$ cat config.mk
export PLATFORM = sky130hd
export DESIGN_NAME = alu_imm_sequencer_flat
export DESIGN_NICKNAME = d
export VERILOG_FILES = /design/src/rtl/ctrl_pkg.sv /design/src/rtl/alu_imm_sequencer_if.sv /design/src/rtl/imm_op_decode.sv /design/src/rtl/alu_imm_sequencer.sv /design/src/flat_wrapper.sv
export SDC_FILE = /design/constraint.sdc
export NUM_CORES = 1
export LEC_CHECK = 0
export CAP_MARGIN = 40
export CORE_ASPECT_RATIO = 1.25
export CORE_MARGIN = 1.5
export CORE_UTILIZATION = 35
export CTS_CLUSTER_DIAMETER = 60
export DETAILED_ROUTE_END_ITERATION = 8
export GPL_ROUTABILITY_DRIVEN = 0
export GPL_TIMING_DRIVEN = 0
export PLACE_DENSITY = 0.91
export SLEW_MARGIN = 20
export SYNTH_ARGS = -nofsm -noshare
export SYNTH_HDL_FRONTEND = slang
export SYNTH_SLANG_ARGS = --single-unit
$ cat constraint.sdc
create_clock -name Clock -period 4 [get_ports Clock]
set_input_delay 1.2 -clock Clock [delete_from_list [all_inputs] [get_ports Clock]]
set_output_delay 1.2 -clock Clock [all_outputs]
set_load 0.05 [all_outputs]
$ cat src/rtl/ctrl_pkg.sv
// Shared constants and types for the immediate-format ALU control sequencer:
// state encodings, supported opcodes, alu_op one-hot bit positions and the
// packed datapath control word.
package ctrl_pkg;

    localparam int unsigned STATE_W = 4;
    localparam int unsigned OPC_BITS = 5;
    localparam int unsigned ALU_W = 3;

    typedef enum logic [STATE_W-1:0] {
        S_IDLE = 4'd0,
        S_T0   = 4'd1,
        S_T1   = 4'd2,
        S_T1W  = 4'd3,
        S_T2   = 4'd4,
        S_T3   = 4'd5,
        S_T4   = 4'd6,
        S_T5   = 4'd7
    } state_t;

    localparam logic [OPC_BITS-1:0] OPC_ADDI = 5'b01011;
    localparam logic [OPC_BITS-1:0] OPC_ANDI = 5'b01100;
    localparam logic [OPC_BITS-1:0] OPC_ORI  = 5'b01101;

    localparam int unsigned ALU_ADD = 0;
    localparam int unsigned ALU_AND = 1;
    localparam int unsigned ALU_OR  = 2;

    // One bit per datapath control line
    typedef struct packed {
        logic pc_out;
        logic zlow_out;
        logic mdr_out;
        logic mar_in;
        logic z_in;
        logic pc_in;
        logic mdr_in;
        logic ir_in;
        logic y_in;
        logic inc_pc;
        logic read;
        logic gra;
        logic grb;
        logic r_in;
        logic r_out;
        logic c_out;
    } dp_ctrl_t;

endpackage

$ cat src/rtl/alu_imm_sequencer_if.sv
// Bus between top-level control/datapath and the immediate-ALU sequencer.
// master: drives start, ir, mem_ready and observes all control outputs.
// slave : the sequencer; samples the requests and drives the controls.
interface alu_imm_sequencer_if #(
    parameter int unsigned IR_W = 32
);
    logic            start;
    logic [IR_W-1:0] ir;
    logic            mem_ready;

    logic PCout, Zlowout, MDRout, MARin, Zin, PCin, MDRin, IRin;
    logic Yin, IncPC, Read, Gra, Grb, Rin, Rout, Cout;
    logic [2:0] alu_op;
    logic       busy;
    logic       done;
    logic       illegal;
    logic       timeout_err;
    logic [3:0] state;

    modport master (
        output start, ir, mem_ready,
        input  PCout, Zlowout, MDRout, MARin, Zin, PCin, MDRin, IRin,
        input  Yin, IncPC, Read, Gra, Grb, Rin, Rout, Cout,
        input  alu_op, busy, done, illegal, timeout_err, state
    );

    modport slave (
        input  start, ir, mem_ready,
        output PCout, Zlowout, MDRout, MARin, Zin, PCin, MDRin, IRin,
        output Yin, IncPC, Read, Gra, Grb, Rin, Rout, Cout,
        output alu_op, busy, done, illegal, timeout_err, state
    );
endinterface

$ cat src/rtl/imm_op_decode.sv
// Combinational opcode decoder for immediate-format ALU instructions.
// Ports: opcode (in)      - instruction opcode field
//        alu_onehot (out) - one-hot ALU select ([0]=ADD, [1]=AND, [2]=OR)
//        legal (out)      - opcode is addi, andi or ori
module imm_op_decode
    import ctrl_pkg::*;
#(
    parameter int unsigned OPC_W = 5
) (
    input  logic [OPC_W-1:0] opcode,
    output logic [2:0]       alu_onehot,
    output logic             legal
);

    always_comb begin
        alu_onehot = '0;
        legal      = 1'b0;
        if (opcode == OPC_W'(OPC_ADDI)) begin
            alu_onehot[ALU_ADD] = 1'b1;
            legal               = 1'b1;
        end else if (opcode == OPC_W'(OPC_ANDI)) begin
            alu_onehot[ALU_AND] = 1'b1;
            legal               = 1'b1;
        end else if (opcode == OPC_W'(OPC_ORI)) begin
            alu_onehot[ALU_OR] = 1'b1;
            legal              = 1'b1;
        end
    end

endmodule

$ cat src/rtl/alu_imm_sequencer.sv
// Control-step sequencer for addi/andi/ori: fetch (T0-T2, with memory wait
// state T1W and timeout) then execute (T3-T5). Moore outputs decoded from the
// registered state; illegal/timeout_err and the T3 operand controls also look
// at the current ir/mem_ready since they report a decision made in that cycle.
// Ports: Clock, Clear (sync active-low reset), bus (slave side of
//        alu_imm_sequencer_if: start/ir/mem_ready in, datapath controls,
//        alu_op, busy, done, illegal, timeout_err, state out).
module alu_imm_sequencer
    import ctrl_pkg::*;
#(
    parameter int unsigned IR_W    = 32,
    parameter int unsigned OPC_W   = 5,
    parameter int unsigned TIMEOUT = 15,
    parameter int unsigned CNT_W   = 8
) (
    input logic                Clock,
    input logic                Clear,
    alu_imm_sequencer_if.slave bus
);

    state_t           state_q, state_d;
    logic [CNT_W-1:0] cnt_q, cnt_d;
    logic [2:0]       op_q, op_d;

    logic [OPC_W-1:0] opcode;
    logic [2:0]       dec_onehot;
    logic             dec_legal;
    logic             unused_ir_bits;

    dp_ctrl_t   ctrl;
    logic [2:0] alu_op;
    logic       busy, done, illegal, timeout_err;

    assign opcode         = bus.ir[IR_W-1 -: OPC_W];
    assign unused_ir_bits = ^bus.ir[IR_W-OPC_W-1:0];

    imm_op_decode #(.OPC_W(OPC_W)) u_dec (
        .opcode     (opcode),
        .alu_onehot (dec_onehot),
        .legal      (dec_legal)
    );

    // State, wait counter and latched ALU op
    always_ff @(posedge Clock) begin
        if (!Clear) begin
            state_q <= S_IDLE;
            cnt_q   <= '0;
            op_q    <= '0;
        end else begin
            state_q <= state_d;
            cnt_q   <= cnt_d;
            op_q    <= op_d;
        end
    end

    // Next state and per-state control decode
    always_comb begin
        state_d     = state_q;
        cnt_d       = cnt_q;
        op_d        = op_q;
        ctrl        = '0;
        alu_op      = '0;
        busy        = (state_q != S_IDLE);
        done        = 1'b0;
        illegal     = 1'b0;
        timeout_err = 1'b0;

        case (state_q)
            S_IDLE: begin
                if (bus.start) state_d = S_T0;
            end
            S_T0: begin
                ctrl.pc_out = 1'b1;
                ctrl.mar_in = 1'b1;
                ctrl.inc_pc = 1'b1;
                ctrl.z_in   = 1'b1;
                state_d     = S_T1;
            end
            S_T1: begin
                ctrl.zlow_out = 1'b1;
                ctrl.pc_in    = 1'b1;
                ctrl.read     = 1'b1;
                ctrl.mdr_in   = 1'b1;
                if (bus.mem_ready) begin
                    state_d = S_T2;
                end else begin
                    state_d = S_T1W;
                    cnt_d   = CNT_W'(1);
                end
            end
            S_T1W: begin
                // PC already updated in T1; only keep the read going
                ctrl.read   = 1'b1;
                ctrl.mdr_in = 1'b1;
                if (bus.mem_ready) begin
                    state_d = S_T2;
                end else if (cnt_q == CNT_W'(TIMEOUT)) begin
                    timeout_err = 1'b1;
                    state_d     = S_IDLE;
                end else begin
                    cnt_d = cnt_q + CNT_W'(1);
                end
            end
            S_T2: begin
                ctrl.mdr_out = 1'b1;
                ctrl.ir_in   = 1'b1;
                state_d      = S_T3;
            end
            S_T3: begin
                if (dec_legal) begin
                    ctrl.grb   = 1'b1;
                    ctrl.r_out = 1'b1;
                    ctrl.y_in  = 1'b1;
                    op_d       = dec_onehot;
                    state_d    = S_T4;
                end else begin
                    illegal = 1'b1;
                    state_d = S_IDLE;
                end
            end
            S_T4: begin
                // Latched op keeps T4 immune to later ir changes
                ctrl.c_out = 1'b1;
                ctrl.z_in  = 1'b1;
                alu_op     = op_q;
                state_d    = S_T5;
            end
            S_T5: begin
                ctrl.zlow_out = 1'b1;
                ctrl.gra      = 1'b1;
                ctrl.r_in     = 1'b1;
                done          = 1'b1;
                state_d       = S_IDLE;
            end
            default: begin
                state_d = S_IDLE;
            end
        endcase
    end

    assign bus.PCout       = ctrl.pc_out;
    assign bus.Zlowout     = ctrl.zlow_out;
    assign bus.MDRout      = ctrl.mdr_out;
    assign bus.MARin       = ctrl.mar_in;
    assign bus.Zin         = ctrl.z_in;
    assign bus.PCin        = ctrl.pc_in;
    assign bus.MDRin       = ctrl.mdr_in;
    assign bus.IRin        = ctrl.ir_in;
    assign bus.Yin         = ctrl.y_in;
    assign bus.IncPC       = ctrl.inc_pc;
    assign bus.Read        = ctrl.read;
    assign bus.Gra         = ctrl.gra;
    assign bus.Grb         = ctrl.grb;
    assign bus.Rin         = ctrl.r_in;
    assign bus.Rout        = ctrl.r_out;
    assign bus.Cout        = ctrl.c_out;
    assign bus.alu_op      = alu_op;
    assign bus.busy        = busy;
    assign bus.done        = done;
    assign bus.illegal     = illegal;
    assign bus.timeout_err = timeout_err;
    assign bus.state       = state_q;

endmodule
$ cat src/flat_wrapper.sv
// flat-port wrapper written by rule: the top's interface ports become plain ports
module alu_imm_sequencer_flat import ctrl_pkg::*;
#(
    parameter int unsigned IR_W    = 32,
    parameter int unsigned OPC_W   = 5,
    parameter int unsigned TIMEOUT = 15,
    parameter int unsigned CNT_W   = 8
)
  (Clock, Clear, bus_start, bus_ir, bus_mem_ready, bus_PCout, bus_Zlowout, bus_MDRout, bus_MARin, bus_Zin, bus_PCin, bus_MDRin, bus_IRin, bus_Yin, bus_IncPC, bus_Read, bus_Gra, bus_Grb, bus_Rin, bus_Rout, bus_Cout, bus_alu_op, bus_busy, bus_done, bus_illegal, bus_timeout_err, bus_state);
  alu_imm_sequencer_if #(.IR_W(IR_W)) bus_i ();
  input logic Clock;
  input logic Clear;
  input wire logic [$bits(bus_i.start)-1:0] bus_start;
  input wire logic [$bits(bus_i.ir)-1:0] bus_ir;
  input wire logic [$bits(bus_i.mem_ready)-1:0] bus_mem_ready;
  output wire logic [$bits(bus_i.PCout)-1:0] bus_PCout;
  output wire logic [$bits(bus_i.Zlowout)-1:0] bus_Zlowout;
  output wire logic [$bits(bus_i.MDRout)-1:0] bus_MDRout;
  output wire logic [$bits(bus_i.MARin)-1:0] bus_MARin;
  output wire logic [$bits(bus_i.Zin)-1:0] bus_Zin;
  output wire logic [$bits(bus_i.PCin)-1:0] bus_PCin;
  output wire logic [$bits(bus_i.MDRin)-1:0] bus_MDRin;
  output wire logic [$bits(bus_i.IRin)-1:0] bus_IRin;
  output wire logic [$bits(bus_i.Yin)-1:0] bus_Yin;
  output wire logic [$bits(bus_i.IncPC)-1:0] bus_IncPC;
  output wire logic [$bits(bus_i.Read)-1:0] bus_Read;
  output wire logic [$bits(bus_i.Gra)-1:0] bus_Gra;
  output wire logic [$bits(bus_i.Grb)-1:0] bus_Grb;
  output wire logic [$bits(bus_i.Rin)-1:0] bus_Rin;
  output wire logic [$bits(bus_i.Rout)-1:0] bus_Rout;
  output wire logic [$bits(bus_i.Cout)-1:0] bus_Cout;
  output wire logic [$bits(bus_i.alu_op)-1:0] bus_alu_op;
  output wire logic [$bits(bus_i.busy)-1:0] bus_busy;
  output wire logic [$bits(bus_i.done)-1:0] bus_done;
  output wire logic [$bits(bus_i.illegal)-1:0] bus_illegal;
  output wire logic [$bits(bus_i.timeout_err)-1:0] bus_timeout_err;
  output wire logic [$bits(bus_i.state)-1:0] bus_state;
  assign bus_i.start = bus_start;
  assign bus_i.ir = bus_ir;
  assign bus_i.mem_ready = bus_mem_ready;
  assign bus_PCout = bus_i.PCout;
  assign bus_Zlowout = bus_i.Zlowout;
  assign bus_MDRout = bus_i.MDRout;
  assign bus_MARin = bus_i.MARin;
  assign bus_Zin = bus_i.Zin;
  assign bus_PCin = bus_i.PCin;
  assign bus_MDRin = bus_i.MDRin;
  assign bus_IRin = bus_i.IRin;
  assign bus_Yin = bus_i.Yin;
  assign bus_IncPC = bus_i.IncPC;
  assign bus_Read = bus_i.Read;
  assign bus_Gra = bus_i.Gra;
  assign bus_Grb = bus_i.Grb;
  assign bus_Rin = bus_i.Rin;
  assign bus_Rout = bus_i.Rout;
  assign bus_Cout = bus_i.Cout;
  assign bus_alu_op = bus_i.alu_op;
  assign bus_busy = bus_i.busy;
  assign bus_done = bus_i.done;
  assign bus_illegal = bus_i.illegal;
  assign bus_timeout_err = bus_i.timeout_err;
  assign bus_state = bus_i.state;
  alu_imm_sequencer #(.IR_W(IR_W), .OPC_W(OPC_W), .TIMEOUT(TIMEOUT), .CNT_W(CNT_W)) u_core (.Clock(Clock), .Clear(Clear), .bus(bus_i));
endmodule
==> out/metrics.yaml, run 1 <==
status: "finished clean"
leakage_uw: 0.000556
antenna_found_initial: 0
antennaDiodeCount: 0
wl_um: 2240
slew_headroom: 0.659
reg2reg_to: "u_core.bus.state[1]"
h-tree-depth: 1
tns_ns: 0
portBuffers: 33
setup_violations: 0
grtUsageTotal: 0.161
grtUsageMet2: 0.322
total_power_uw: 363
ios: 63
fin_util: 0.533
clockBufferDepth: 2
whs_ns: 0.509
drt_pass1_iterations: 4
drive_gt1_frac: 0.208
ir_drop_v: 0.000155
fin_nets: 188
pwr-share-seq: 0.412
power.density_nw_per_um2: 272
rows: 20
finClkSkew_ns: 0.00234
design_area_um2: 1330
critPathLaunchType: "input port"
drt-vias-per-instance: 5.01
reg2regPathDepth: 6
synth-edff-count: 0
clk_latency_ns: 0.28
async_flop_share: 0
use_met1: 0.155
synth_cell_types: 49
die_h_um: 61.2
syn_to_final_growth_pct: 40.6
cts_made_buffers: 3
r2r_slack_ns: 2.43
use_met3: 0.0437
drtIter0Drc: 7
power_frac_comb: 0.370
die_w_um: 49.6
min_path_type: "reg -> reg"
required_ns: 2.80
drv_cap: 0
timing.final.max_slew_violations: 0
period_needed_ns: 3.87
fmax_ghz: 0.258
clock-sinks: 14
swShare: 0.371
cp-end-kind: "output port"
yosysSeqAreaShare: 0.296
syn-cell-area_um2: 948
grt_pass1_vias: 902
synthCells: 112
p_sw_uw: 135
rsz0062_at_grt: "no"
cp_max_fo: 7
syn_nets: 149
globalRouteOverflowTotal: 0
grt_pass1_wl_um: 3690
p_clk_frac: 0.218
core-area_um2: 2500
min_path_cells: 2
intPower_uw: 228
path_class: "in -> out"
dpl_cell_area_um2: 1320
min_to: "u_core.op_q[0]"
synth.avg_cell_area_um2: 8.47
reg2reg_from: "u_core.cnt_q[0]"
ant_nets: 0
dp_hpwl_um: 1780
clk_pin_slew_worst_paths_ns: 0.08
hold_viol: 0
tritoncts: "yes"
cts_root_buf: "clkbuf_4"
top_usage_layer: "met2"
ys_ff_latch: 14
vias: 911
arrival_ns: 2.67
fp.dieArea_um2: 3030
grt_max_degree: 11
worst_slew_pin_slew_ns: 0.510
initial_utilization: 0.379
finalCritPeriodShare: 0.967
synth-main-ff-cell: "dfxtp_1"
wl_per_cell_um: 12.3
hp-start: "u_core.op_q[0]"
yosys_warnings: 0
drc_errors: 0
layout by cell type, fill, tap and decap left out, types with 4 or more instances in the layout:
master           instances
and3_1                   4
inv_1                    5
nor2b_1                  4
nor2_1                  12
dfxtp_1                 14
buf_4                   12
clkdlybuf4s50_1         28
nand2_1                  8
cells by family after synthesis:
family,synth area share
flops,0.296
simple gates,0.364
xor+xnor,0.0554
other cells,0.00395
compound gates,0.141
mux,0.0106
fa+ha+maj,0.0132
buf+inv,0.116
synthesized netlist by cell type, drive strengths merged, types with 2 or more instances:
cell type,number,area (um^2)
nor4,2,27.5
nand2b,2,12.5
o31a,2,17.5
nand3,2,10.0
and3,5,32.5
nand2,8,30.0
nor2b,5,33.8
xnor2,3,26.3
inv,5,18.8
nand3b,2,18.8
o21ai,2,10.0
buf,11,83.8
nor3,3,20.0
dfxtp,14,280
or2,2,15.0
clkbuf,2,7.51
xor2,3,26.3
and2,4,27.5
nor3b,2,15.0
a211oi,2,15.0
nor2,12,45.0
worst max-delay path by stage:
stage	startpoint	cells after the start	end	slack [ns]
4_1_cts	bus_ir[29]	6	bus_illegal	0.02
3_3_place_gp	bus_ir[29]	6	bus_Yin	-0.37
3_5_place_dp	bus_ir[29]	6	bus_Rout	-0.46
6_report	bus_ir[29]	6	bus_Rout	0.13
5_1_grt	bus_ir[29]	6	bus_Rout	0.003
2_1_floorplan	u_core.bus.state[0]	2	bus_Zin	0.23
stage by stage:
step | instances | worst slack (ns)
after floorplan | 112 | 0.227
after global placement | 178 | -0.374
after detailed placement | 178 | -0.460
after CTS | 181 | 0.0179
after global routing | 182 | 0.00318
final | 182 | 0.130
flip-flops by register name, indices dropped and copies added (netlist names):
signal            flops
u_core.cnt_q          8
u_core.bus.state      3
u_core.op_q           3
power groups by stage:
stage,clock network [uW],logic [uW],registers (uW)
4_1_cts,84.4,135,149
5_1_grt,86.9,141,150
3_3_place_gp,0,133,152
3_5_place_dp,0,135,153
2_1_floorplan,0,82.9,160
6_report,79.3,134,150
metal layers:
metal  routed length [um]  vias up
li1                     -      452
met1                  860      425
met2                 1220       27
met3                  103        7
met4                   53        0
met5                    0        -
layout make-up:
class / count / area, um^2
Clock buffer: 3 / 22.5
Buffer: 13 / 91.3
Timing Repair Buffer: 34 / 322
Inverter: 5 / 18.8
Fill cell: 246 / 1170
Sequential cell: 14 / 280
Multi-Input combinational cell: 80 / 558
Tap cell: 33 / 41.3
critical path, cell delays in order:
cell,delay [ns]
clkdlybuf4s50_1,0.53
nor2b_1,0.15
mux2i_1,0.12
nor3_2,0.32
buf_4,0.17
buf_4,0.18
what timing repair did:
| action | CTS | global route |
|---|---|---|
| pin swaps | 0 | 1 |
| setup endpoints to repair | 5 | 2 |
| setup buffers | 0 | 1 |
| hold buffers | 0 | 0 |
| resized for setup | 14 | 3 |
Power figures use the tool's default switching activity.
==> inputs of run 2 (changes only) <==
==> constraint.sdc (replaced) <==
create_clock -name Clock -period 4 [get_ports Clock]
set_input_delay 0.6 -clock Clock [delete_from_list [all_inputs] [get_ports Clock]]
set_output_delay 0.6 -clock Clock [all_outputs]
set_load 0.05 [all_outputs]
==> run 2 against run 1 <==
  * Final area is 0.66% higher
  * Critical path depth stayed put
  * Maximum frequency is 20% higher
  * Via count shrank 0.55%
  * Critical path type unchanged
==> out/metrics.yaml, run 2 (synthesis results as in run 1) <==
status: "finished clean"
power.density_nw_per_um2: 271
cts_root_buf: "clkbuf_4"
finalCritPeriodShare: 0.807
ir_drop_v: 0.000156
intPower_uw: 229
portBuffers: 33
grtUsageTotal: 0.160
h-tree-depth: 1
drt-vias-per-instance: 5.01
most-common-layout-cells: "clkdlybuf4s50_1, dfxtp_1, nor2_1, buf_4, nand2_1"
setup_violations: 0
fp.dieArea_um2: 3030
rsz0062_at_grt: "no"
dpl_cell_area_um2: 1320
finClkSkew_ns: 0.00157
swShare: 0.371
drt_pass1_iterations: 4
nFillCells: 242
cp-end-kind: "output port"
drtIter0Drc: 9
worst_slew_pin_slew_ns: 0.510
grt_max_degree: 11
syn_to_final_growth_pct: 41.6
grt_pass1_wl_um: 3660
fmax_ghz: 0.310
die_w_um: 49.6
post_cts_resized: 0
wl_per_cell_um: 12.3
multiInputGateArea_um2: 558
final_common_cell: "clkdlybuf4s50_1"
critPathLaunchType: "input port"
clk_pin_slew_worst_paths_ns: 0.08
regArea_um2: 280
pwr-share-seq: 0.411
drive_gt1_frac: 0.176
reg2regPathDepth: 6
power_frac_comb: 0.370
core-area_um2: 2500
cts-hold-fix-buffers: 0
wl_um: 2230
initial_utilization: 0.379
timing.final.max_slew_violations: 0
fin_util: 0.537
drc_errors: 0
die_h_um: 61.2
dp.cells: 178
globalRouteOverflowTotal: 0
p_sw_uw: 135
clock-sinks: 14
largest_reg_flops: 8
path_class: "in -> out"
rows: 20
p_clk_frac: 0.219
hold_viol: 0
grt_pass1_vias: 896
slew_headroom: 0.659
clockBufferDepth: 2
dp_hpwl_um: 1780
arrival_ns: 2.63
antenna_found_initial: 0
min_path_type: "reg -> reg"
clk_latency_ns: 0.28
design_area_um2: 1340
tritoncts: "yes"
largest_register: "u_core.cnt_q"
tns_ns: 0
antennaDiodeCount: 0
ant_nets: 0
vias: 906
drv_cap: 0
min_path_cells: 2
place_ws_ns: 0.740
post_cts_buffers: 0
worst_slack_ns: 0.771
final_cell_count_no_fill: 181
period_needed_ns: 3.23
cp_max_fo: 7
fin_nets: 187
cts_made_buffers: 3
ios: 63
leakage_uw: 0.000538
required_ns: 3.40
run 2: final timing paths:
check	endpoint	startpoint	slack, ns
worst max-delay path	bus_Rout	bus_ir[29]	0.77
worst min-delay path	u_core.op_q[0]	u_core.op_q[0]	0.51
worst max register to register	u_core.bus.state[1]	u_core.cnt_q[0]	2.43
worst min register to register	u_core.op_q[0]	u_core.op_q[0]	0.51
run 2: cell type report:
| cell class | count | area share |
|---|---|---|
| multi-input combinational | 80 | 0.416 |
| timing repair buffer | 33 | 0.246 |
| sequential | 14 | 0.209 |
| buffer | 13 | 0.0680 |
| tap | 33 | 0.0308 |
| clock buffer | 3 | 0.0168 |
| inverter | 5 | 0.0140 |
run 2: power by group through the flow:
stage          clock network, uW  logic, uW  registers, uW
6_report                    79.7        134            150
5_1_grt                     86.9        142            150
4_1_cts                     84.4        135            149
3_5_place_dp                   0        135            153
3_3_place_gp                   0        133            152
2_1_floorplan                  0       82.9            160
run 2: per-layer routing:
layer  vias to the layer above  wire length [um]  global-route usage
li1                        449                 -                   -
met1                       421               846               0.154
met2                        29              1220               0.320
met3                         7               111              0.0437
met4                         0                53              0.0714
met5                         -                 0                   0
run 2: worst max-delay path, cell delays in order:
cell and delay (ns):
clkdlybuf4s50_1 0.52, nor2b_1 0.16, mux2i_1 0.12, nor3_2 0.27
buf_4 0.17, clkdlybuf4s50_1 0.79
run 2: through the flow:
step                      hold slack (ns)  total power, uW
final                               0.509              364
after global placement              0.457              285
after CTS                           0.499              369
after floorplan                     0.445              243
after global routing                0.524              379
after detailed placement            0.486              288
==> inputs of run 3 (changes only) <==
Clock period 4 ns to 3.3 ns, I/O delays scaled along.
==> results of run 3 <==
The final DEF is identical to that of run 2. Status: finished clean.
Among the figures that moved: setup slack after placement 0.740 ns -> 0.250 ns; setup slack after layout 0.771 ns -> 0.281 ns; register-to-register setup slack 2.43 ns -> 1.73 ns; total power 364 uW -> 441 uW; worst IR drop on VDD 0.000156 V -> 0.000189 V
